File: config.mk
export PLATFORM = sky130hd
export DESIGN_NAME = vga_sync_gen
export DESIGN_NICKNAME = d
export VERILOG_FILES = /design/src/rtl/vga_timing_pkg.sv /design/src/rtl/vga_axis_timer.sv /design/src/rtl/vga_sync_gen.sv
export SDC_FILE = /design/constraint.sdc
export NUM_CORES = 1
export LEC_CHECK = 0
export ABC_AREA = 1
export CORE_MARGIN = 5
export CORE_UTILIZATION = 52
export DETAILED_ROUTE_END_ITERATION = 12
export PLACE_DENSITY = 0.86
export SETUP_SLACK_MARGIN = 0.5
export SYNTH_ARGS = -nofsm -noshare
export SYNTH_HDL_FRONTEND = slang
export SYNTH_SLANG_ARGS = --single-unit
File: constraint.sdc
create_clock -name i_Clk -period 1.8 [get_ports i_Clk]
set_input_delay 0.36 -clock i_Clk [delete_from_list [all_inputs] [get_ports i_Clk]]
set_output_delay 0.36 -clock i_Clk [all_outputs]
set_load 0.01 [all_outputs]
File: src/rtl/vga_timing_pkg.sv
// vga_timing_pkg: shared axis phase enum, default 640x480 timing and colour-bar table
package vga_timing_pkg;
  typedef enum logic [1:0] {ACTIVE, FRONT, SYNC, BACK} phase_e;
  localparam int unsigned H_ACTIVE = 640;
  localparam int unsigned H_FRONT  = 16;
  localparam int unsigned H_SYNC   = 96;
  localparam int unsigned H_BACK   = 48;
  localparam int unsigned H_TOTAL  = 800;
  localparam int unsigned V_ACTIVE = 480;
  localparam int unsigned V_FRONT  = 10;
  localparam int unsigned V_SYNC   = 2;
  localparam int unsigned V_BACK   = 33;
  localparam int unsigned V_TOTAL  = 525;
  localparam logic [2:0] BAR_RGB [8] = '{3'b111, 3'b110, 3'b011, 3'b010, 3'b101, 3'b100, 3'b001, 3'b000};
endpackage

File: src/rtl/vga_axis_timer.sv
// vga_axis_timer: one display axis, position counter plus ACTIVE/FRONT/SYNC/BACK phase FSM
module vga_axis_timer
  import vga_timing_pkg::*;
#(
  parameter int unsigned c_ACTIVE = H_ACTIVE,
  parameter int unsigned c_FRONT  = H_FRONT,
  parameter int unsigned c_SYNC   = H_SYNC,
  parameter int unsigned c_BACK   = H_BACK
)(
  input  logic       clk,
  input  logic       rst,
  input  logic       en_i,
  output logic [9:0] cnt_o,
  output logic       tc_o,
  output logic       sync_n_o,
  output logic       active_o
);
  localparam logic [9:0] END_A = 10'(c_ACTIVE - 1);
  localparam logic [9:0] END_F = 10'(c_ACTIVE + c_FRONT - 1);
  localparam logic [9:0] END_S = 10'(c_ACTIVE + c_FRONT + c_SYNC - 1);
  localparam logic [9:0] END_B = 10'(c_ACTIVE + c_FRONT + c_SYNC + c_BACK - 1);
  logic [9:0] cnt_q, cnt_d;
  phase_e     phase_q, phase_d;
  logic       last;
  assign last = cnt_q == END_B;
  always_comb begin
    cnt_d   = en_i ? (last ? 10'd0 : cnt_q + 10'd1) : cnt_q;
    phase_d = !en_i                                  ? phase_q :
              (phase_q == ACTIVE && cnt_q == END_A)  ? FRONT   :
              (phase_q == FRONT  && cnt_q == END_F)  ? SYNC    :
              (phase_q == SYNC   && cnt_q == END_S)  ? BACK    :
              (phase_q == BACK   && last)            ? ACTIVE  : phase_q;
  end
  always_ff @(posedge clk) begin
    if (rst) begin
      cnt_q   <= '0;
      phase_q <= ACTIVE;
    end else begin
      cnt_q   <= cnt_d;
      phase_q <= phase_d;
    end
  end
  assign cnt_o    = cnt_q;
  assign tc_o     = en_i & last;
  assign sync_n_o = phase_q != SYNC;
  assign active_o = phase_q == ACTIVE;
endmodule

File: src/rtl/vga_sync_gen.sv
// vga_sync_gen: VGA timing generator with registered outputs; VGA_SYNC_GEN_TEST_PATTERN_EN adds colour bars
module vga_sync_gen
  import vga_timing_pkg::*;
#(
  parameter int unsigned c_TOTAL_COLS    = H_TOTAL,
  parameter int unsigned c_TOTAL_ROWS    = V_TOTAL,
  parameter int unsigned c_ACTIVE_COLS   = H_ACTIVE,
  parameter int unsigned c_ACTIVE_ROWS   = V_ACTIVE,
  parameter int unsigned c_H_FRONT_PORCH = H_FRONT,
  parameter int unsigned c_H_SYNC_WIDTH  = H_SYNC,
  parameter int unsigned c_H_BACK_PORCH  = H_BACK,
  parameter int unsigned c_V_FRONT_PORCH = V_FRONT,
  parameter int unsigned c_V_SYNC_WIDTH  = V_SYNC,
  parameter int unsigned c_V_BACK_PORCH  = V_BACK
)(
  input  logic       i_Clk,
  input  logic       i_Rst,
  output logic       o_HSync,
  output logic       o_VSync,
  output logic [9:0] o_Col_Count,
  output logic [9:0] o_Row_Count,
  output logic       o_Active,
  output logic       o_Frame_Start,
  output logic [7:0] o_Frame_Count,
  output logic [3:0] o_Red_Video,
  output logic [3:0] o_Grn_Video,
  output logic [3:0] o_Blu_Video
);
  if (c_ACTIVE_COLS + c_H_FRONT_PORCH + c_H_SYNC_WIDTH + c_H_BACK_PORCH != c_TOTAL_COLS) begin : g_h_bad
    $error("horizontal phases do not sum to c_TOTAL_COLS");
  end
  if (c_ACTIVE_ROWS + c_V_FRONT_PORCH + c_V_SYNC_WIDTH + c_V_BACK_PORCH != c_TOTAL_ROWS) begin : g_v_bad
    $error("vertical phases do not sum to c_TOTAL_ROWS");
  end
  logic [9:0] col, row, col_q, row_q;
  logic [7:0] fc_q;
  logic       h_tc, v_tc, h_sync_n, v_sync_n, h_act, v_act;
  logic       hs_q, vs_q, act_q, fs_q, wrap_q;
  vga_axis_timer #(
    .c_ACTIVE(c_ACTIVE_COLS), .c_FRONT(c_H_FRONT_PORCH), .c_SYNC(c_H_SYNC_WIDTH), .c_BACK(c_H_BACK_PORCH)
  ) u_h (
    .clk(i_Clk), .rst(i_Rst), .en_i(1'b1), .cnt_o(col), .tc_o(h_tc), .sync_n_o(h_sync_n), .active_o(h_act)
  );
  vga_axis_timer #(
    .c_ACTIVE(c_ACTIVE_ROWS), .c_FRONT(c_V_FRONT_PORCH), .c_SYNC(c_V_SYNC_WIDTH), .c_BACK(c_V_BACK_PORCH)
  ) u_v (
    .clk(i_Clk), .rst(i_Rst), .en_i(h_tc), .cnt_o(row), .tc_o(v_tc), .sync_n_o(v_sync_n), .active_o(v_act)
  );
  always_ff @(posedge i_Clk) begin
    if (i_Rst) begin
      hs_q   <= 1'b1;
      vs_q   <= 1'b1;
      act_q  <= 1'b0;
      fs_q   <= 1'b0;
      col_q  <= '0;
      row_q  <= '0;
      wrap_q <= 1'b0;
      fc_q   <= '0;
    end else begin
      hs_q   <= h_sync_n;
      vs_q   <= v_sync_n;
      act_q  <= h_act & v_act;
      fs_q   <= col == 10'd0 && row == 10'd0;
      col_q  <= col;
      row_q  <= row;
      wrap_q <= v_tc;
      fc_q   <= fc_q + 8'(wrap_q);
    end
  end
  assign o_HSync       = hs_q;
  assign o_VSync       = vs_q;
  assign o_Active      = act_q;
  assign o_Frame_Start = fs_q;
  assign o_Col_Count   = col_q;
  assign o_Row_Count   = row_q;
  assign o_Frame_Count = fc_q;
`ifdef VGA_SYNC_GEN_TEST_PATTERN_EN
  localparam logic [9:0] BAR_W = 10'(c_ACTIVE_COLS / 8);
  logic [2:0]  rgb_d;
  logic [11:0] rgb_q;
  assign rgb_d = BAR_RGB[3'(col / BAR_W)];
  always_ff @(posedge i_Clk) begin
    if (i_Rst) rgb_q <= '0;
    else rgb_q <= (h_act & v_act) ? {{4{rgb_d[2]}}, {4{rgb_d[1]}}, {4{rgb_d[0]}}} : 12'h000;
  end
  assign {o_Red_Video, o_Grn_Video, o_Blu_Video} = rgb_q;
`else
  assign o_Red_Video = 4'h0;
  assign o_Grn_Video = 4'h0;
  assign o_Blu_Video = 4'h0;
`endif
endmodule

### After elaboration in Yosys (flattened, before gate mapping)

Cells that the tools add are included.

| operators by class | value |
|---|---|
| $add $sub $neg | 3 |
| multiply operators | 0 |
| divide/modulo/power cells | 0 |
| order comparisons | 0 |
| equal/unequal tests | 16 |
| shift-type cells | 0 |
| mux-type cells | 9 |
| bitwise gates (word level) | 2 |
| reduce and logical (&&, ||, !) cells | 19 |

Operators by type and width:

| cell | number |
|---|---|
| $eq A10 B10 Y1 const B | 5 |
| $eq A10 B9 Y1 const B | 3 |
| $add A10 B1 Y10 const B | 2 |
| $logic_not A10 Y1 | 2 |
| $mux W2 | 7 |
| $mux W10 | 1 |
| $logic_and A1 B1 Y1 | 9 |
| $add A8 B1 Y8 | 1 |
| $eq A2 B2 Y1 const B | 4 |
| $reduce_bool A4 Y1 | 2 |
| $eq A2 B1 Y1 const B | 2 |
| $logic_not A2 Y1 | 2 |
| $ne A2 B2 Y1 const B | 2 |
| $reduce_or A2 Y1 | 2 |
| $reduce_bool A3 Y1 | 1 |
| $and A1 B1 Y1 | 2 |
| $reduce_and A2 Y1 | 1 |
| $mux W1 | 1 |

| storage, ports and cells | value |
|---|---|
| register bits after elaboration | 57 |
| latch bits | 0 |
| memory bits (writable) | 0 |
| bits in read-only memories | 0 |
| input bits | 2 |
| output and inout bits | 44 |
| word-level logic and storage cells | 62 |
| memories | 0 |

### Longest topological paths before layout

| depth | value |
|---|---|
| word-level depth | 6 |
| mapped depth | 10 |
| mapped depth without buffers | 10 |

### Modules after synthesis

From an unflattened synthesis, not the netlist that was laid out.

| second synthesis, totals | value |
|---|---|
| cell total of the unflattened synthesis | 361 |
| area, all modules | 2616.3 µm² |

Modules (own cells, without submodules):

| module | times used | cells an instance | area an instance (µm²) |
|---|---|---|---|
| vga_sync_gen | 1 | 153 | 1207.4 |
| vga_axis_timer (u_v) | 1 | 106 | 708.2 |
| vga_axis_timer (u_h) | 1 | 102 | 700.7 |

### Worst setup path after synthesis

No wires, ideal clock.

| path | value |
|---|---|
| kind | flip-flop to flip-flop |
| start point | register u_h.cnt_q[0], in the netlist u_h.cnt_o[0] |
| end point | register u_v.cnt_q[9], in the netlist u_v.cnt_o[9] |
| setup time | 0.113 ns |
| arrival | 1.287 ns |
| data required time | 1.687 ns |
| setup slack | 0.400 ns |
| cell stages (with the launch flop) | 11 |
| buffers on the path | 0 |
| period minus slack after synthesis | 1.400 ns |
| path through | dfxtp_1 -> ha_1 -> nand3_4 -> nor2_4 -> nand2_4 -> inv_4 -> nand3_2 -> nor2_2 -> nand2_1 -> nand2_1 -> nor2_1 |

| on the way | value |
|---|---|
| longest elaborated chain between the ends | 1 |

Ends and longest elaborated chain:

| item | RTL line | RTL |
|---|---|---|
| start, declared | vga_axis_timer.sv:22 | `logic [9:0] cnt_q, cnt_d;` |
| start signal, assigned | vga_axis_timer.sv:39 | `cnt_q <= cnt_d;` |
| $eq A10 B10 Y1 | vga_axis_timer.sv:25 | `assign last = cnt_q == END_B;` |
| end signal, assigned | vga_axis_timer.sv:39 |  |
| end, declared | vga_axis_timer.sv:22 |  |

No other way between the ends.
A chain may end at the register's enable or synchronous reset.

### Final worst setup path

| path | value |
|---|---|
| start point | register u_h.cnt_q[8], in the netlist u_h.cnt_o[8] |
| end point | register u_v.cnt_q[4], in the netlist u_v.cnt_o[4] |

Same word-level chain as after synthesis.

==> run metrics <==
yosys warns=0; R2R depth=9; Vias/cell=5.53; fmax=679 MHz; register area share after synthesis=45.6%; CP endpoint kind=register; FF+latch count, synth=57; Syn-to-layout area delta=40.4%; # IOs=46; fillcell total=286; setup slack, reg-to-reg=0.33 ns; RSZ-0062 raised after global routing=yes; H-tree Lvls=3; crit path kind=reg -> reg; Pwr Density=720 nW/um2; Final setup violation count=0; synth top area cells=dfxtp_1 46%, nand2_1 9.0%, nor2_1 8.4%, inv_1 6.3%, nand3_1 3.6%; Max clock buf depth=2; grt ovf=0; antenna violations before repair=0; clk_lat worst skew=0.35 ns; # nets final=396; DRT Pass-1 Iters=6; Initial Utilization=53.4%; GR Util met1=24.3%; Die ar.=6300 um2; WL/cell=17.1 um; IO buf count=33; total power=0.00253 W; largest net degree at the start of global routing=36; top-area cell type share of the netlist area=45.6%; Final Skew=0.0109 ns; CTS buffer count=9; dpl hpwl=3.74 mm; share of post-route cells with drive strength above 1=31.6%; Top FF cell, synth=dfxtp_1; Cells on Worst Hold Path=1; number of enable flip-flop cells after synthesis=0; RR Startpoint=u_h.cnt_o[8]; clock sink total=57; Worst VDD drop=0.459 mV; Multi-input gate area=1370 um2; Rows=25; RePlAce Congestion=1.02; Post-Route WL=7.62 mm; syn avg cell area=7.68 um2; Pins Over Slew Limit=0; number of global-route vias before repair=2316; most frequent cells in the layout=49 x nor2_1, 49 x nand2_1, 40 x dfxtp_1; Final Hold Viols=0; Core ar.=4690 um2; Leak=1.51 nW; clock tree from TritonCTS=built; worst min path class=reg -> reg; worst-path fanout max=5; leading area contributor after synthesis=dfxtp_1; CP arrival=1.75 ns; Hold Path End=o_VSync; crit share post-route=81.8%; post-synth cell types=36; Critical Path Source Type=register; CTS root buffer=clkbuf_8; Hold Path Origin=u_v.phase_q[1]; gr usage total=21.8%; worst path required time=2.08 ns; met2 GRT Util=36.0%; DRC viols=0; Antenna Diode Count=0; DIE WIDTH=79.4 um; MaxCap Viol Count=0; via count=2468; chip height=79.4 um; wire length of the first global-routing pass=10.5 mm; ys async rst share=0%; min Tclk post-route=1.47 ns; TNS Setup=0 ns; ANT nets after route=0; Reg-to-Reg End=u_v.cnt_o[4]; Hold Buf Count CTS=0; FF/Latch Area=1180 um2; Post-Syn Area=2500 um2; met3 usage=6.55%; gr busiest metal=met2; cells after synthesis=326; initial detailed-routing violation count=329; Worst-path clk slew=0.06 ns; status=complete, no violations
## kinds of logic after synthesis
group	after synthesis	share of synthesized area, %
xor+xnor	7	2.45
other cells	1	0.150
flops	57	45.6
compound gates	25	5.80
simple gates	167	30.6
fa+ha+maj	7	3.50
buf+inv	62	11.9
## critical path: stages (launching register included)
cell and delay [ns]:
dfxtp_1 0.43, nand3_1 0.18, nor2_2 0.16, nand2_4 0.11, inv_8 0.09, buf_6 0.11
nand2_1 0.09, nand2_1 0.09, nand2_1 0.05, a21oi_1 0.10
## flip-flops by register name, summed over array words and instances, names as in the netlist
| signal | flops |
|---|---|
| o_Row_Count | 10 |
| o_HSync | 1 |
| u_v.cnt_o | 10 |
| o_Col_Count | 10 |
| wrap_q | 1 |
| u_h.phase_q | 2 |
| o_VSync | 1 |
| o_Frame_Start | 1 |
| u_h.cnt_o | 10 |
| o_Active | 1 |
| u_v.phase_q | 2 |
| o_Frame_Count | 8 |
## metrics by stage
stage	hold WS [ns]	worst slack, ns	util [%]	area [um2]	cells
global route	0.507	0.242	74.9	3510	446
finish	0.478	0.328	74.9	3510	446
CTS	0.475	0.435	70.2	3290	439
floorplan	0.420	0.456	-	2570	337
detailed placement	0.449	0.189	61.0	2860	409
global placement	0.437	0.211	61.0	2860	409
## synthesized netlist by cell type, types with 2 or more instances
cell type / number
nand3_1: 18
o21ai_0: 4
xnor2_1: 2
buf_4: 12
nor4_1: 3
nand3b_1: 3
nand4_1: 8
dfxtp_1: 57
nand2_1: 60
a21oi_2: 2
nor3_1: 11
inv_1: 42
ha_1: 7
nor2_1: 56
clkbuf_1: 4
xor2_1: 5
a21oi_1: 13
## where the power goes
| group | total (W) | internal [W] | switching, W |
|---|---|---|---|
| Sequential | 0.00127 | 0.00126 | 0.00000986 |
| Combinational | 0.000105 | 0.0000364 | 0.0000686 |
| Clock | 0.00115 | 0.000645 | 0.000505 |
## worst max-delay path by stage
stage                          start          endpoint  slack (ns)  depth (start not counted)
floorplan               u_h.cnt_o[0]      u_v.cnt_o[9]        0.46                         10
global placement               i_Rst      u_v.cnt_o[2]        0.21                          6
detailed placement             i_Rst      u_v.cnt_o[2]        0.19                          6
CTS                 o_Frame_Count[4]  o_Frame_Count[4]        0.44                          1
global route            u_h.cnt_o[8]      u_v.cnt_o[4]        0.24                          9
finish                  u_h.cnt_o[8]      u_v.cnt_o[4]        0.33                          9
## layout make-up
cell class	count	share of cell area, %
clock buffers	14	5.20
clock inverters	2	0.285
inverters	44	5.62
multi-input cells	218	39.1
flip-flops and latches	57	33.6
well taps	54	1.92
repair buffers	57	14.2
## repair_timing
| item | CTS | global route |
|---|---|---|
| setup endpoints to repair | 60 | 52 |
| pin swaps | 9 | 13 |
| setup buffers | 14 | 7 |
| gates resized for setup | 94 | 77 |
## per-layer routing
layer,up-vias,part of all wire [%]
met5,-,0
met4,0,5.4
li1,1138,-
met2,168,48
met1,1118,37
met3,44,9.3
Note: power is estimated with default switching activity, not from simulation.
